`config.mk`:
```
export PLATFORM = sky130hd
export DESIGN_NAME = ram_port_arbiter
export DESIGN_NICKNAME = d
export VERILOG_FILES = /design/src/rtl/ram_arb_pkg.sv /design/src/rtl/rr_arbiter.sv /design/src/rtl/ram_port_arbiter.sv
export SDC_FILE = /design/constraint.sdc
export NUM_CORES = 1
export LEC_CHECK = 0
export CAP_MARGIN = 20
export CORE_AREA = 3 3 84 86
export CTS_CLUSTER_DIAMETER = 100
export DETAILED_ROUTE_END_ITERATION = 10
export DIE_AREA = 0 0 87 89
export GPL_ROUTABILITY_DRIVEN = 0
export PLACE_DENSITY = 0.79
export SYNTH_ARGS = -nofsm -noshare
export SYNTH_HDL_FRONTEND = slang
export SYNTH_SLANG_ARGS = --single-unit
```
`constraint.sdc`:
```
create_clock -name clk -period 3.9 [get_ports clk]
set_input_delay 0.585 -clock clk [delete_from_list [all_inputs] [get_ports clk]]
set_output_delay 0.585 -clock clk [all_outputs]
set_load 0.02 [all_outputs]
```
`src/rtl/ram_arb_pkg.sv`:
```
// Shared definitions for the RAM port arbiter: default sizes, FSM state and command word.
package ram_arb_pkg;

  localparam int unsigned DEF_DATA_WIDTH = 8;
  localparam int unsigned DEF_ADDR_WIDTH = 3;
  localparam int unsigned DEF_DEPTH      = 8;
  localparam int unsigned DEF_NUM_REQ    = 4;
  localparam int unsigned DEF_ID_WIDTH   = 2;

  typedef enum logic [0:0] {
    ARB  = 1'b0,
    INIT = 1'b1
  } arb_state_e;

  // Command held in the RAM-facing register; sized by the package defaults.
  typedef struct packed {
    logic                      wr;
    logic [DEF_ADDR_WIDTH-1:0] addr;
    logic [DEF_DATA_WIDTH-1:0] data;
    logic [DEF_ID_WIDTH-1:0]   id;
  } cmd_t;

endpackage

```
`src/rtl/rr_arbiter.sv`:
```
// Combinational round-robin pick: first set request at or above ptr, with wrap.
module rr_arbiter #(
  parameter int unsigned NUM_REQ  = 4,
  parameter int unsigned ID_WIDTH = 2
) (
  input  logic [NUM_REQ-1:0]  req,
  input  logic [ID_WIDTH-1:0] ptr,
  output logic [NUM_REQ-1:0]  grant,
  output logic [ID_WIDTH-1:0] grant_idx,
  output logic                grant_valid
);

  // Walk the requests starting at ptr; the first hit wins.
  always_comb begin
    int unsigned j;
    grant       = '0;
    grant_idx   = '0;
    grant_valid = 1'b0;
    j           = 0;
    for (int unsigned k = 0; k < NUM_REQ; k++) begin
      j = (32'(ptr) + k) % NUM_REQ;
      if (!grant_valid && req[j]) begin
        grant[j]    = 1'b1;
        grant_idx   = ID_WIDTH'(j);
        grant_valid = 1'b1;
      end
    end
  end

endmodule

```
`src/rtl/ram_port_arbiter.sv`:
```
// Shares one synchronous RAM port among NUM_REQ requesters with round-robin grant,
// ID-tagged read responses and an INIT fill sweep.
// Optional: define RAM_ARB_PERF_EN to add grant_cnt / conflict_cnt performance counters.
// Parameters must match the ram_arb_pkg defaults, which size the command register.
module ram_port_arbiter
  import ram_arb_pkg::*;
#(
  parameter int unsigned DATA_WIDTH = ram_arb_pkg::DEF_DATA_WIDTH,
  parameter int unsigned ADDR_WIDTH = ram_arb_pkg::DEF_ADDR_WIDTH,
  parameter int unsigned DEPTH      = ram_arb_pkg::DEF_DEPTH,
  parameter int unsigned NUM_REQ    = ram_arb_pkg::DEF_NUM_REQ,
  parameter int unsigned ID_WIDTH   = ram_arb_pkg::DEF_ID_WIDTH
) (
  input  logic                          clk,
  input  logic                          rst,
  input  logic [NUM_REQ-1:0]            req_valid,
  output logic [NUM_REQ-1:0]            req_ready,
  input  logic [NUM_REQ-1:0]            req_wr,
  input  logic [NUM_REQ*ADDR_WIDTH-1:0] req_addr,
  input  logic [NUM_REQ*DATA_WIDTH-1:0] req_wdata,
  output logic                          rsp_valid,
  output logic [ID_WIDTH-1:0]           rsp_id,
  output logic [DATA_WIDTH-1:0]         rsp_data,
  input  logic                          init_start,
  input  logic [DATA_WIDTH-1:0]         init_value,
  output logic                          init_busy,
  output logic [ADDR_WIDTH-1:0]         ram_addr,
  output logic [DATA_WIDTH-1:0]         ram_din,
  output logic                          ram_wre,
  output logic                          ram_chipe,
  output logic                          ram_nrst,
  input  logic [DATA_WIDTH-1:0]         ram_dout
`ifdef RAM_ARB_PERF_EN
  ,
  output logic [NUM_REQ*16-1:0]         grant_cnt,
  output logic [15:0]                   conflict_cnt
`endif
);

  localparam logic [ADDR_WIDTH-1:0] LAST_ADDR = ADDR_WIDTH'(DEPTH - 1);
  localparam logic [ID_WIDTH-1:0]   LAST_ID   = ID_WIDTH'(NUM_REQ - 1);

  arb_state_e                state_q, state_d;
  logic [ID_WIDTH-1:0]       ptr_q, ptr_d;
  logic [ADDR_WIDTH-1:0]     init_cnt_q, init_cnt_d;
  logic [DATA_WIDTH-1:0]     init_val_q, init_val_d;
  cmd_t                      cmd_q, cmd_d;
  logic                      chipe_q, chipe_d;
  logic                      rsp_valid_q;
  logic [ID_WIDTH-1:0]       rsp_id_q;
  logic                      nrst_q;

  logic [NUM_REQ-1:0]        grant;
  logic [ID_WIDTH-1:0]       gidx;
  logic                      gvalid;
  logic                      arb_en;
  logic                      accept;
  logic                      stage1_rd;

  rr_arbiter #(
    .NUM_REQ  (NUM_REQ),
    .ID_WIDTH (ID_WIDTH)
  ) u_rr (
    .req         (req_valid),
    .ptr         (ptr_q),
    .grant       (grant),
    .grant_idx   (gidx),
    .grant_valid (gvalid)
  );

  // init_start outranks any request in the same cycle.
  assign arb_en    = (state_q == ARB) && !init_start;
  assign req_ready = arb_en ? grant : '0;
  assign accept    = arb_en && gvalid;

  // FSM next state, pointer, sweep counter and fill value.
  always_comb begin
    state_d    = state_q;
    ptr_d      = ptr_q;
    init_cnt_d = init_cnt_q;
    init_val_d = init_val_q;
    unique case (state_q)
      ARB: begin
        if (init_start) begin
          state_d    = INIT;
          init_cnt_d = '0;
          init_val_d = init_value;
        end else if (accept) begin
          ptr_d = (gidx == LAST_ID) ? '0 : gidx + 1'b1;
        end
      end
      INIT: begin
        init_cnt_d = init_cnt_q + 1'b1;
        if (init_cnt_q == LAST_ADDR) state_d = ARB;
      end
      default: state_d = ARB;
    endcase
  end

  // Next command for the RAM port: sweep write, granted request, or idle.
  always_comb begin
    cmd_d   = cmd_q;
    chipe_d = 1'b0;
    if (state_q == INIT) begin
      cmd_d.wr   = 1'b1;
      cmd_d.addr = init_cnt_q;
      cmd_d.data = init_val_q;
      chipe_d    = 1'b1;
    end else if (accept) begin
      cmd_d.wr   = req_wr[gidx];
      cmd_d.addr = req_addr[32'(gidx)*ADDR_WIDTH +: ADDR_WIDTH];
      cmd_d.data = req_wdata[32'(gidx)*DATA_WIDTH +: DATA_WIDTH];
      cmd_d.id   = gidx;
      chipe_d    = 1'b1;
    end
  end

  // Control state registers.
  always_ff @(posedge clk or posedge rst) begin
    if (rst) begin
      state_q    <= ARB;
      ptr_q      <= '0;
      init_cnt_q <= '0;
      init_val_q <= '0;
    end else begin
      state_q    <= state_d;
      ptr_q      <= ptr_d;
      init_cnt_q <= init_cnt_d;
      init_val_q <= init_val_d;
    end
  end

  // RAM command register; doubles as the first stage of the read-ID pipeline.
  always_ff @(posedge clk or posedge rst) begin
    if (rst) begin
      cmd_q   <= '0;
      chipe_q <= 1'b0;
    end else begin
      cmd_q   <= cmd_d;
      chipe_q <= chipe_d;
    end
  end

  assign stage1_rd = chipe_q && !cmd_q.wr;

  // Second pipeline stage lines up with the RAM's registered read data.
  always_ff @(posedge clk or posedge rst) begin
    if (rst) begin
      rsp_valid_q <= 1'b0;
      rsp_id_q    <= '0;
    end else begin
      rsp_valid_q <= stage1_rd;
      if (stage1_rd) rsp_id_q <= cmd_q.id;
    end
  end

  // RAM reset release is registered so it follows rst by one edge.
  always_ff @(posedge clk or posedge rst) begin
    if (rst) nrst_q <= 1'b0;
    else     nrst_q <= 1'b1;
  end

  assign ram_addr  = cmd_q.addr;
  assign ram_din   = cmd_q.data;
  assign ram_chipe = chipe_q;
  assign ram_wre   = chipe_q & cmd_q.wr;
  assign ram_nrst  = nrst_q;
  assign rsp_valid = rsp_valid_q;
  assign rsp_id    = rsp_id_q;
  assign rsp_data  = ram_dout;
  assign init_busy = (state_q == INIT);

`ifdef RAM_ARB_PERF_EN
  logic [15:0] grant_cnt_q [NUM_REQ];
  logic [15:0] conflict_q;

  // Saturating per-requester grant counts and multi-request conflict count.
  always_ff @(posedge clk or posedge rst) begin
    if (rst) begin
      for (int i = 0; i < NUM_REQ; i++) grant_cnt_q[i] <= '0;
      conflict_q <= '0;
    end else begin
      if (accept && grant_cnt_q[gidx] != 16'hffff) begin
        grant_cnt_q[gidx] <= grant_cnt_q[gidx] + 16'd1;
      end
      if (state_q == ARB && $countones(req_valid) >= 2 && conflict_q != 16'hffff) begin
        conflict_q <= conflict_q + 16'd1;
      end
    end
  end

  for (genvar g = 0; g < NUM_REQ; g++) begin : g_cnt_out
    assign grant_cnt[g*16 +: 16] = grant_cnt_q[g];
  end
  assign conflict_cnt = conflict_q;
`endif

endmodule

```
==> results of run 1 <==
-- path summary, 6_finish.rpt --
| kind | from | depth (start not counted) | to | slack [ns] |
|---|---|---|---|---|
| min in group asynchronous | rst | 2 | init_val_q[1]$_DFFE_PP0P_ | 0.81 |
| worst max register to register | ptr_q[1]$_DFFE_PP0P_ | 9 | ram_addr[0]$_DFFE_PP0P_ | 0.66 |
| max in group asynchronous | rst | 3 | ptr_q[1]$_DFFE_PP0P_ | 2.40 |
| worst min register to register | cmd_q[1]$_DFFE_PP0P_ | 2 | cmd_q[1]$_DFFE_PP0P_ | 0.48 |
| worst max-delay path | ptr_q[1]$_DFFE_PP0P_ | 9 | req_ready[0] | 0.22 |
| worst min-delay path | cmd_q[1]$_DFFE_PP0P_ | 2 | cmd_q[1]$_DFFE_PP0P_ | 0.48 |
-- layout by cell type, fill, tap and decap left out, drive strengths merged, types with 7 or more instances in the layout --
master	count
a22oi	16
nand3	13
dfrtp	33
buf	15
o2111ai	9
a21oi	14
ha	11
o211ai	18
a221oi	13
nor2	45
nand2b	7
o21ai	20
or3	18
clkdlybuf4s50	83
nand2	21
mux2	14
clkbuf	7
-- stage by stage --
stage | instances | utilization | hold WS (ns) | worst slack (ns)
global route | 493 | 0.607 | 0.515 | 0.000772
finish | 493 | 0.607 | 0.478 | 0.225
detailed placement | 482 | 0.582 | 0.465 | 0.303
global placement | 482 | 0.582 | 0.458 | 0.375
CTS | 490 | 0.600 | 0.483 | 0.0829
floorplan | 362 | - | 0.441 | 0.143
-- layout make-up --
| cell class | count | share of cell area |
|---|---|---|
| Clock buffer | 7 | 0.0224 |
| Clock inverter | 1 | 0.00779 |
| Inverter | 6 | 0.00584 |
| Multi-Input combinational cell | 270 | 0.472 |
| Sequential cell | 33 | 0.215 |
| Tap cell | 77 | 0.0250 |
| Timing Repair Buffer | 99 | 0.252 |
-- per-layer routing --
layer	routed length (microns)	up-vias
li1	-	1424
met1	3550	1414
met2	4060	133
met3	667	16
met4	140	0
met5	0	-
-- worst max-delay path: stages, from the launching register on --
cell and delay, ns:
dfrtp_2 0.46, inv_1 0.17, ha_1 0.35, mux4_2 0.60, nor2b_2 0.24, a22oi_1 0.10, nor2_1 0.10, a221oi_1 0.05
nor2_1 0.12, clkdlybuf4s50_1 0.61
-- sequential cells by signal, summed over array words and instances, names as in the netlist --
signal and flops:
ram_din 8, rsp_valid 1, rsp_id 2, cmd_q 3, ram_addr 3, ram_chipe 1
ptr_q 2, init_cnt_q 3, init_val_q 8, init_busy 1, ram_nrst 1
-- timing repair --
item                       CTS  global route
setup endpoints to repair    0             4
hold buffers                 0             0
setup buffers                0             3
resized for setup            0             3
-- logic make-up after synthesis --
group / Yosys count / share of synthesized area
flops: 33 / 0.278
other cells: 1 / 0.00126
mux: 23 / 0.0960
xor+xnor: 1 / 0.00295
fa+ha+maj: 11 / 0.0463
simple gates: 124 / 0.199
compound gates: 110 / 0.266
buf+inv: 59 / 0.111
-- power by group --
group | internal [mW] | leakage [nW] | switching [mW]
clock | 0.208 | 0.0585 | 0.121
combinational | 0.877 | 1.07 | 1.15
sequential | 0.511 | 0.391 | 0.114
total | 1.60 | 1.51 | 1.38
==> out/metrics.yaml, run 1 <==
cts_tree: "done"
grt_pass1_vias: 2698
overflow: 0
crit_path_end_kind: "output pin"
initial_core_util: 0.468
clkLatencyLatePin_ns: 0.28
cts_num_sinks: 33
synth-edff-count: 0
ctsLongestPathBuffers: 2
die-area_sq_um: 7740
tns_ns: 0
outcome: "complete, no violations"
hold_viol: 0
vias: 2987
rsz0062_at_grt: "no"
yosys.area.top_type_share: 0.278
worst-path-max-fanout: 9
met1_usage: 0.301
path_class: "reg2out"
syn_area_sq_um: 2970
initialDrtViolationCount: 342
regArea_sq_um: 828
power_mw: 2.98
dominantRegCellSynth: "dfrtp_1"
maxCapViolations: 0
synth_seq_cells: 33
period_needed_ns: 3.68
use_met3: 0.0406
yosys.cell_count.top_type: "nor2_1"
drt-pass1-iter-count: 5
routed_wl_mm: 8.42
dp_hpwl_mm: 6.03
syn-num-nets: 444
finalInstanceArea_sq_um: 3850
powerDensity_nw_per_um2: 772
viasPerCell: 6.06
cts.clk_slew.worst_paths_ns: 0.07
setup_viol: 0
drive_gt1_frac: 0.108
finalCritPeriodShare: 0.942
cts_htree_levels: 2
final_antenna_net_count: 0
peakVddDrop_uv: 455
area_growth_pct: 29.7
startpoint_type: "flop"
syn_area_per_cell_sq_um: 8.21
synth.largest_area_cell: "dfrtp_1"
nets: 497
io_pins: 101
maxSlewHeadroom: 0.375
die_w_microns: 87
cts-buffers-inserted: 5
fmax_mhz: 272
rows: 29
grt_busiest_layer: "met2"
ys_warn_count: 0
core-area_sq_um: 6350
multiInputGateArea_sq_um: 1820
synth_commonest_cells: "nor2_1 (45), dfrtp_1 (33), nand2_1 (21), buf_4 (19), clkbuf_1 (19)"
antenna_cells: 0
cp.arrival_ns: 3.09
yosys.cell_types.count: 49
skew_ns: 0.00597
antenna_found_initial: 0
io_buffers: 84
place_area_sq_um: 3700
hold_path.class: "reg2reg"
leakage_nw: 1.51
die_h_microns: 89
syn_inst: 362
ys_seq_area_frac: 0.278
grt_pass1_wl_mm: 13.5
synthArstFlopShare: 1.00
grtUsageTotal: 0.217
yosys-top-cells-area: "dfrtp_1 (28%), nor2_1 (5.7%), buf_4 (4.8%)"
drc: 0
crit_required_ns: 3.31
wire_per_inst_microns: 17.1
tightest_slew_ns: 0.936
slew_viol_final: 0
n_fill_cell: 520
grt_max_degree: 68
root_buffer: "clkbuf_8"
grt.met2_usage: 0.347
Power figures use the tool's default switching activity.
==> run 2, diff against run 1 <==
PLACE_DENSITY = default   (was 0.79)
PLACE_DENSITY_LB_ADDON = 0.05   (was default)
==> out/metrics.yaml, run 2 (synthesis results as in run 1) <==
io_pins: 101
cts_htree_levels: 2
grt_pass1_vias: 2618
die_h_microns: 89
cts_tree: "done"
cts_num_sinks: 33
maxSlewHeadroom: 0.442
hold_path.class: "reg2reg"
powerDensity_nw_per_um2: 753
cp.arrival_ns: 3.04
hold_viol: 0
final_common_cell: "clkdlybuf4s50_1"
final_cell_mix: "clkdlybuf4s50_1 (84), nor2_1 (45), dfrtp_1 (32)"
grtUsageTotal: 0.206
dp_cells: 486
wire_per_inst_microns: 16.2
cts-buffers-inserted: 5
dp_hpwl_mm: 6.01
fmax_mhz: 276
multiInputGateArea_sq_um: 1820
crit_path_end_kind: "output pin"
drt-pass1-iter-count: 4
worstPathCellList: "clkdlybuf4s50_1, mux4_2, nor2b_2, a22oi_1, nor2_1, a221oi_1, nor2_1, clkdlybuf4s50_1"
dpl_worst_slack_ns: 0.273
fin_cells: 494
fin_ws_ns: 0.278
finalInstanceArea_sq_um: 3830
cts-resized-gates: 0
final_antenna_net_count: 0
routed_wl_mm: 8.01
seqPwrFrac: 0.210
setup_viol: 0
vias: 2885
drc: 0
clkLatencyLatePin_ns: 0.27
slew_viol_final: 0
peakVddDrop_uv: 478
antenna_found_initial: 0
initial_core_util: 0.468
place_area_sq_um: 3730
outcome: "complete, no violations"
crit_required_ns: 3.31
rows: 29
initialDrtViolationCount: 142
sw_frac_of_total: 0.471
worst-path-max-fanout: 11
power_mw: 2.88
pwr-share-clk: 0.086
regArea_sq_um: 827
root_buffer: "clkbuf_8"
core-area_sq_um: 6350
startpoint_type: "input pin"
ctsLongestPathBuffers: 2
maxCapViolations: 0
crit_start: "req_valid[0]"
cts.clk_slew.worst_paths_ns: 0.06
tightest_slew_ns: 0.832
n_fill_cell: 567
rsz0062_at_grt: "no"
tns_ns: 0
intPower_mw: 1.53
io_buffers: 84
finalHoldWorstSlack_ns: 0.489
overflow: 0
critPathMaxStageDelay_ns: 0.62
die_w_microns: 87
fin_util: 0.603
worst_path_max_delay_cell: "mux4_2"
nets: 499
postCtsHoldBufs: 0
antenna_cells: 0
die-area_sq_um: 7740
cts_setup_buffers: 0
area_growth_pct: 28.8
drive_gt1_frac: 0.108
period_needed_ns: 3.62
skew_ns: 0.00461
finalCritPeriodShare: 0.929
hp-start: "cmd_q[1]$_DFFE_PP0P_"
grt_pass1_wl_mm: 12.8
power_switching_mw: 1.36
leakage_nw: 1.49
r2r-start: "ptr_q[1]$_DFFE_PP0P_"
path_delay_family: "buffers and inverters"
grt_max_degree: 48
viasPerCell: 5.84
path_buf_inv: 2
path_class: "in2out"
comb_power_share: 0.704
[run 2: path summary, 6_finish.rpt]
path	depth (start not counted)	to	slack, ns
min in group asynchronous	2	init_val_q[0]$_DFFE_PP0P_	0.69
min	2	cmd_q[1]$_DFFE_PP0P_	0.49
max	8	req_ready[1]	0.28
max in group asynchronous	4	ram_addr[2]$_DFFE_PP0P_	2.54
min reg2reg	2	cmd_q[1]$_DFFE_PP0P_	0.49
max reg2reg	8	ram_din[4]$_DFFE_PP0P_	0.90
[run 2: routing by layer]
layer / wire (microns) / global-route usage / share of wire / vias to the layer above
met5: 0 / 0 / 0 / -
met4: 109 / 0.0552 / 0.014 / 0
met3: 537 / 0.0323 / 0.067 / 10
met2: 3660 / 0.321 / 0.46 / 117
met1: 3700 / 0.297 / 0.46 / 1326
li1: - / - / - / 1432
[run 2: area by class of cell]
| type | instances | share of cell area |
|---|---|---|
| well taps | 77 | 0.0252 |
| multi-input cells | 270 | 0.475 |
| flip-flops and latches | 33 | 0.216 |
| repair buffers | 101 | 0.255 |
| inverters | 6 | 0.00588 |
| clock buffers | 7 | 0.0226 |
[run 2: power by group through the flow]
stage               clock (mW)  combinational [mW]  sequential (mW)
floorplan                    0                1.48            0.623
global placement             0                1.98            0.605
detailed placement           0                2.02            0.610
CTS                      0.254                2.02            0.605
global route             0.270                2.24            0.626
finish                   0.247                2.03            0.604
[run 2: worst register-to-register path: cells and delay by family, from the launching register on]
family          cells  cell delay, ns
compound gates      4            1.27
mux                 1            0.60
fa+ha+maj           1            0.36
flops               1            0.35
buf+inv             2            0.33
